$ cat src/rtl/seq_pattern_tx_pkg.sv
// Shared definitions for the serial sequence transmitter and its matching detectors:
// FSM state encoding, default sync pattern, and the frame counter width helper.
package seq_tx_pkg;

  typedef enum logic [2:0] {
    IDLE = 3'd0,
    SYNC = 3'd1,
    DATA = 3'd2,
    PAR  = 3'd3,
    GAP  = 3'd4
  } state_e;

  localparam int          SYNC_W_DEF   = 3;
  localparam logic [2:0]  SYNC_PAT_DEF = 3'b101;

  // Bits needed for a down-counter that must hold the longest phase length.
  function automatic int cnt_width(input int a, input int b, input int c);
    int m;
    m = a;
    if (b > m) m = b;
    if (c > m) m = c;
    return $clog2(m + 1);
  endfunction

endpackage

$ cat src/rtl/seq_pattern_tx_if.sv
// Payload handshake bundle between a word producer and the serial transmitter.
// A word moves on a rising clk edge where in_valid && in_ready; in_data only matters at that edge.
interface seq_tx_if #(
  parameter int DATA_W = 8
);
  logic              in_valid;
  logic [DATA_W-1:0] in_data;
  logic              in_ready;

  modport master (output in_valid, output in_data, input in_ready);
  modport slave  (input in_valid, input in_data, output in_ready);

endinterface

$ cat src/rtl/seq_pattern_tx.sv
// Serial frame transmitter: sync pattern, payload MSB-first, optional even parity, low gap.
// Define SEQ_TX_PARITY_EN to append one even-parity bit after the payload.
module seq_pattern_tx
  import seq_tx_pkg::*;
#(
  parameter int                DATA_W     = 8,
  parameter int                SYNC_W     = SYNC_W_DEF,
  parameter logic [SYNC_W-1:0] SYNC_PAT   = SYNC_PAT_DEF,
  parameter int                GAP_CYCLES = 1
) (
  input  logic   clk,
  input  logic   rst,
  seq_tx_if.slave in_if,
  output logic   x_out,
  output logic   busy,
  output logic   frame_done,
  output state_e state_o
);

  localparam int SH_W  = SYNC_W + DATA_W;
  localparam int CNT_W = cnt_width(SYNC_W, DATA_W, GAP_CYCLES);

  localparam logic [CNT_W-1:0] CNT_ONE  = CNT_W'(1);
  localparam logic [CNT_W-1:0] CNT_SYNC = CNT_W'(SYNC_W);
  localparam logic [CNT_W-1:0] CNT_DATA = CNT_W'(DATA_W);
  localparam logic [CNT_W-1:0] CNT_GAP  = CNT_W'(GAP_CYCLES);

  state_e           state_q, state_d;
  logic [CNT_W-1:0] cnt_q, cnt_d;
  logic [SH_W-1:0]  sh_q, sh_d;
  logic [SH_W-1:0]  load_w;
  logic             x_out_q, x_out_d;
  logic             busy_q, busy_d;
  logic             frame_done_q, frame_done_d;
  logic             accept_w;
`ifdef SEQ_TX_PARITY_EN
  logic             par_q, par_d;
`endif

  assign accept_w       = in_if.in_valid && (state_q == IDLE);
  assign in_if.in_ready = (state_q == IDLE) && !rst;

  // x_out is registered, so each edge loads the bit for the cycle that follows;
  // the bit produced on a phase's last edge therefore belongs to the next phase.
  always_comb begin
    state_d      = state_q;
    cnt_d        = cnt_q;
    sh_d         = sh_q;
    x_out_d      = 1'b0;
    frame_done_d = 1'b0;
    load_w       = {SYNC_PAT, in_if.in_data};
`ifdef SEQ_TX_PARITY_EN
    par_d        = par_q;
`endif
    case (state_q)
      IDLE: begin
        if (accept_w) begin
          state_d = SYNC;
          cnt_d   = CNT_SYNC;
          x_out_d = SYNC_PAT[SYNC_W-1];
          sh_d    = load_w << 1;
`ifdef SEQ_TX_PARITY_EN
          par_d   = ^in_if.in_data;
`endif
        end
      end
      SYNC: begin
        x_out_d = sh_q[SH_W-1];
        sh_d    = sh_q << 1;
        if (cnt_q == CNT_ONE) begin
          state_d = DATA;
          cnt_d   = CNT_DATA;
        end else begin
          cnt_d = cnt_q - CNT_ONE;
        end
      end
      DATA: begin
        if (cnt_q == CNT_ONE) begin
`ifdef SEQ_TX_PARITY_EN
          state_d = PAR;
          cnt_d   = CNT_ONE;
          x_out_d = par_q;
`else
          state_d      = GAP;
          cnt_d        = CNT_GAP;
          frame_done_d = 1'b1;
`endif
        end else begin
          x_out_d = sh_q[SH_W-1];
          sh_d    = sh_q << 1;
          cnt_d   = cnt_q - CNT_ONE;
        end
      end
      PAR: begin
        state_d      = GAP;
        cnt_d        = CNT_GAP;
        frame_done_d = 1'b1;
      end
      GAP: begin
        if (cnt_q == CNT_ONE) begin
          state_d = IDLE;
          cnt_d   = '0;
        end else begin
          cnt_d = cnt_q - CNT_ONE;
        end
      end
      default: begin
        state_d = IDLE;
        cnt_d   = '0;
      end
    endcase
    busy_d = (state_d != IDLE);
  end

  always_ff @(posedge clk) begin
    if (rst) begin
      state_q      <= IDLE;
      cnt_q        <= '0;
      sh_q         <= '0;
      x_out_q      <= 1'b0;
      busy_q       <= 1'b0;
      frame_done_q <= 1'b0;
`ifdef SEQ_TX_PARITY_EN
      par_q        <= 1'b0;
`endif
    end else begin
      state_q      <= state_d;
      cnt_q        <= cnt_d;
      sh_q         <= sh_d;
      x_out_q      <= x_out_d;
      busy_q       <= busy_d;
      frame_done_q <= frame_done_d;
`ifdef SEQ_TX_PARITY_EN
      par_q        <= par_d;
`endif
    end
  end

  assign x_out      = x_out_q;
  assign busy       = busy_q;
  assign frame_done = frame_done_q;
  assign state_o    = state_q;

endmodule

$ cat src/flat_wrapper.sv
// flat-port wrapper written by rule: the top's interface ports become plain ports
module seq_pattern_tx_flat import seq_tx_pkg::*;
#(
  parameter int                DATA_W     = 8,
  parameter int                SYNC_W     = SYNC_W_DEF,
  parameter logic [SYNC_W-1:0] SYNC_PAT   = SYNC_PAT_DEF,
  parameter int                GAP_CYCLES = 1
)
  (clk, rst, x_out, busy, frame_done, state_o, in_if_in_valid, in_if_in_data, in_if_in_ready);
  seq_tx_if #(.DATA_W(DATA_W)) in_if_i ();
  input  logic clk;
  input  logic rst;
  output logic x_out;
  output logic busy;
  output logic frame_done;
  output state_e state_o;
  input wire logic [$bits(in_if_i.in_valid)-1:0] in_if_in_valid;
  input wire logic [$bits(in_if_i.in_data)-1:0] in_if_in_data;
  output wire logic [$bits(in_if_i.in_ready)-1:0] in_if_in_ready;
  assign in_if_i.in_valid = in_if_in_valid;
  assign in_if_i.in_data = in_if_in_data;
  assign in_if_in_ready = in_if_i.in_ready;
  seq_pattern_tx #(.DATA_W(DATA_W), .SYNC_W(SYNC_W), .SYNC_PAT(SYNC_PAT), .GAP_CYCLES(GAP_CYCLES)) u_core (.clk(clk), .rst(rst), .in_if(in_if_i), .x_out(x_out), .busy(busy), .frame_done(frame_done), .state_o(state_o));
endmodule
$ cat config.mk
export PLATFORM = sky130hd
export DESIGN_NAME = seq_pattern_tx_flat
export DESIGN_NICKNAME = d
export VERILOG_FILES = /design/src/rtl/seq_pattern_tx_pkg.sv /design/src/rtl/seq_pattern_tx_if.sv /design/src/rtl/seq_pattern_tx.sv /design/src/flat_wrapper.sv
export SDC_FILE = /design/constraint.sdc
export NUM_CORES = 1
export LEC_CHECK = 0
export ABC_AREA = 0
export BUFFER_PORTS_ARGS = -buffer_cell sky130_fd_sc_hd__buf_2
export CAP_MARGIN = 15
export CORE_MARGIN = 3
export CORE_UTILIZATION = 49
export CTS_CLUSTER_SIZE = 20
export DETAILED_ROUTE_END_ITERATION = 6
export GPL_ROUTABILITY_DRIVEN = 0
export PLACE_DENSITY = 0.72
export REMOVE_ABC_BUFFERS = 1
export SETUP_SLACK_MARGIN = 0.02
export SLEW_MARGIN = 20
export SYNTH_ARGS = -nofsm -noshare
export SYNTH_HDL_FRONTEND = slang
export SYNTH_SLANG_ARGS = --single-unit
export TNS_END_PERCENT = 1
$ cat constraint.sdc
create_clock -name clk -period 1.51 [get_ports clk]
set_input_delay 0.151 -clock clk [delete_from_list [all_inputs] [get_ports clk]]
set_output_delay 0.151 -clock clk [all_outputs]
set_load 0.05 [all_outputs]
==> reports/metrics.cfg <==
[status]
outcome = complete, but fails checks
violations_in_the_final_reports = setup timing

[yosys]
postSynth.topFlopCell = dfxtp_1
ffs_w_async_s_r_synth_pct = 0
synth_area_per_cell_sq_um = 9.36
syn_inst = 122
synth_enable_flop_cells = 0
yosys.cell_types.count = 37
postSynthRegisterBits = 20
synth-warning-count = 0
synth_seq_area_share_pct = 35.0
mappedNetlistArea_sq_um = 1140

[sta]
timing.final.max_slew_violations = 0
setup_viol = 1
fin_setup_tns_ns = -0.0295
report.final.hold_viol_count = 0
fmax_mhz = 650
tightestPinTransition_ns = 0.442
rsz_0062_raised_after_global_routing = true
worst_slew_margin_relative_to_its_limit_pct = 70.3
setup_slack_ns = -0.0295
timing.hold.ws_ns = 0.128
final_period_minus_worst_setup_slack_ns = 1.54
final.setup_skew_ns = 0.00399
fin_crit_sh_pct = 102

[run]
maxCapViolations = 0

[clocking]
postCtsSetupBuffers = 0
cts.root.buffer_cell = clkbuf_4
tritoncts.num_buffers = 3
cts-hold-fix-buffers = 0
clkLatencyLatePin_ns = 0.29
clock_tree.htree_level_count = 1
tritoncts = built
path_clk_slew_ns = 0.11
cts_buffer_depth = 2
cts.sink_count = 20

[detailed_routing]
via_per_inst = 5.60
drt_first_pass_iters = 4
antenna_left = 0
via_count = 975
route.detailed.drc = 0
dr.first_iter.drc_count = 17
route.final.wire_length_mm = 2.48
post_drt_wl_per_cell_um = 14.2

[placed_design]
dp_slack_ns = -0.0576
detailedPlacementHpwl_mm = 1.74
standard_cell_area_after_detailed_placement_sq_um = 1330
place.detailed.instances = 170
io_buffer_count = 17

[pwr]
ir_drop_mv = 0.829
pwr-share-seq_pct = 41.2
switchingPower_uw = 557
power.share.clock_pct = 19.4
switching_share_pct = 35.1
power-per-cell-area_nw_per_um2 = 1120
power_report.internal_total_mw = 1.03
totalPowerFinal_mw = 1.58
comb_power_share_pct = 39.4
p_leak_nw = 0.578

[cells_and_area]
postLayoutCellArea_sq_um = 1420
finish.cell_count_without_fillers = 174
fin_util_pct = 68.1
flow.area_growth_from_synthesis_pct = 24.2
num-nets-final = 161
layout-drive-gt1-share_pct = 42.2
antennaDiodeCount = 0
mostFrequentLayoutCells = 16 x buf_2, 16 x dfxtp_1, 13 x nor2_1

[critical_path]
ff2ff_setup_slack_ns = 0
cp_slowest_stage_delay_ns = 0.35
critical_path_class = reg2out
worst-endpoint-arrival_ns = 1.39
critical_path.reg2reg.startpoint = u_core.cnt_q[1]$_SDFFE_PP0N_
startpoint = u_core.state_o[0]$_SDFF_PP0_
crit_path_end_kind = output port
cp-start-kind = flip-flop
critPathSlowestCell = dfxtp_1
worst-endpoint-required_ns = 1.36
worstPathMaxFanout = 10
path_cells = buf_4 -> or2_1 -> nor2_4 -> buf_6

[floorplanning]
core_area_sq_um = 2080
dieHeight_um = 54.3
placementRows = 16
initial_utilization_pct = 54.9
design.portCount = 18
design.die.area_sq_um = 2950
width_of_the_chip_um = 54.3

[hold_path]
worstHoldPathType = in2reg
min-delay-start = in_if_in_data[0]

[global_routing]
grt_antenna_before_repair = 0
maximum_number_of_pins_on_one_net_before_global_route_repair = 21
grt_overflow_total = 0
number_of_global_route_vias_before_repair = 926
overall_track_demand_over_capacity_in_global_routing_pct = 19.2
grt_pass1_wl_mm = 4.11

power by group through the flow:
| stage | Clock, mW | Sequential (mW) | Combinational (mW) |
|---|---|---|---|
| after global placement | 0 | 0.654 | 0.568 |
| after CTS | 0.317 | 0.652 | 0.602 |
| after floorplan | 0 | 0.713 | 0.339 |
| after global routing | 0.348 | 0.664 | 0.677 |
| after detailed placement | 0 | 0.656 | 0.587 |
| final | 0.307 | 0.653 | 0.625 |
layer usage:
metal / wire length (um) / part of all wire [%] / global-route usage (%)
met4: 24 / 0.97 / 9.13
met2: 1250 / 51 / 30.7
met5: 0 / 0 / 0
met1: 1110 / 45 / 24.8
met3: 94 / 3.8 / 3.54
path summary, 6_finish.rpt:
| path | to | depth (start not counted) |
|---|---|---|
| max | in_if_in_ready | 4 |
| min | u_core.sh_q[1]$_SDFFE_PP0P_ | 3 |
| max reg2reg | u_core.sh_q[2]$_SDFFE_PP0P_ | 7 |
| min reg2reg | u_core.sh_q[1]$_SDFFE_PP0P_ | 2 |
critical path, delay by kind of cell, from the launching register on:
kind	cells	cell delay (ns)
simple gates	2	0.41
flops	1	0.35
buf+inv	2	0.33
logic make-up (layout without fill, tap and decap cells):
| kind of cell | after synthesis | in the layout | synth area share (%) |
|---|---|---|---|
| and+or+nand+nor | 48 | 48 | 25.2 |
| muxes | 7 | 7 | 6.13 |
| DFF | 20 | 20 | 35.0 |
| adders and majority gates | 2 | 2 | 2.19 |
| xor gates and xnor gates | 3 | 3 | 2.96 |
| buffers and inverters | 13 | 38 | 6.68 |
| AOI/OAI and AO/OA | 29 | 29 | 21.8 |
synth_stat cells, drive strengths merged (2+ instances only):
master | instances | area (sq um)
a211oi | 8 | 100
a21oi | 11 | 55.1
buf | 8 | 57.6
clkbuf | 2 | 7.51
dfxtp | 20 | 400
ha | 2 | 25.0
inv | 3 | 11.3
mux2i | 7 | 70.1
nand2 | 3 | 11.3
nand2b | 3 | 18.8
nand3 | 3 | 15.0
nand3b | 4 | 30.0
nor2 | 18 | 75.1
nor2b | 2 | 12.5
nor3 | 4 | 25.0
nor4 | 3 | 25.0
o21a | 2 | 15.0
o21ai | 2 | 10.0
or2 | 3 | 18.8
or3 | 2 | 12.5
xor2 | 2 | 17.5
state kept, by name (all words and copies together) (netlist names):
name,cells
u_core.sh_q,10
u_core.cnt_q,4
u_core.state_o,3
u_core.busy,1
u_core.frame_done,1
u_core.x_out,1
layout make-up:
| class | count | area, sq um |
|---|---|---|
| Fill cell | 168 | 663 |
| Clock buffer | 4 | 36.3 |
| Multi-Input combinational cell | 89 | 708 |
| Inverter | 3 | 11.3 |
| Timing Repair Buffer | 31 | 221 |
| Sequential cell | 20 | 408 |
| Tap cell | 27 | 33.8 |
timing repair:
action / in CTS / in global routing
endpoints found under the setup margin: 12 / 15
gates resized for setup: 10 / 8
pin swaps: 1 / 5
Power figures use the tool's default switching activity.
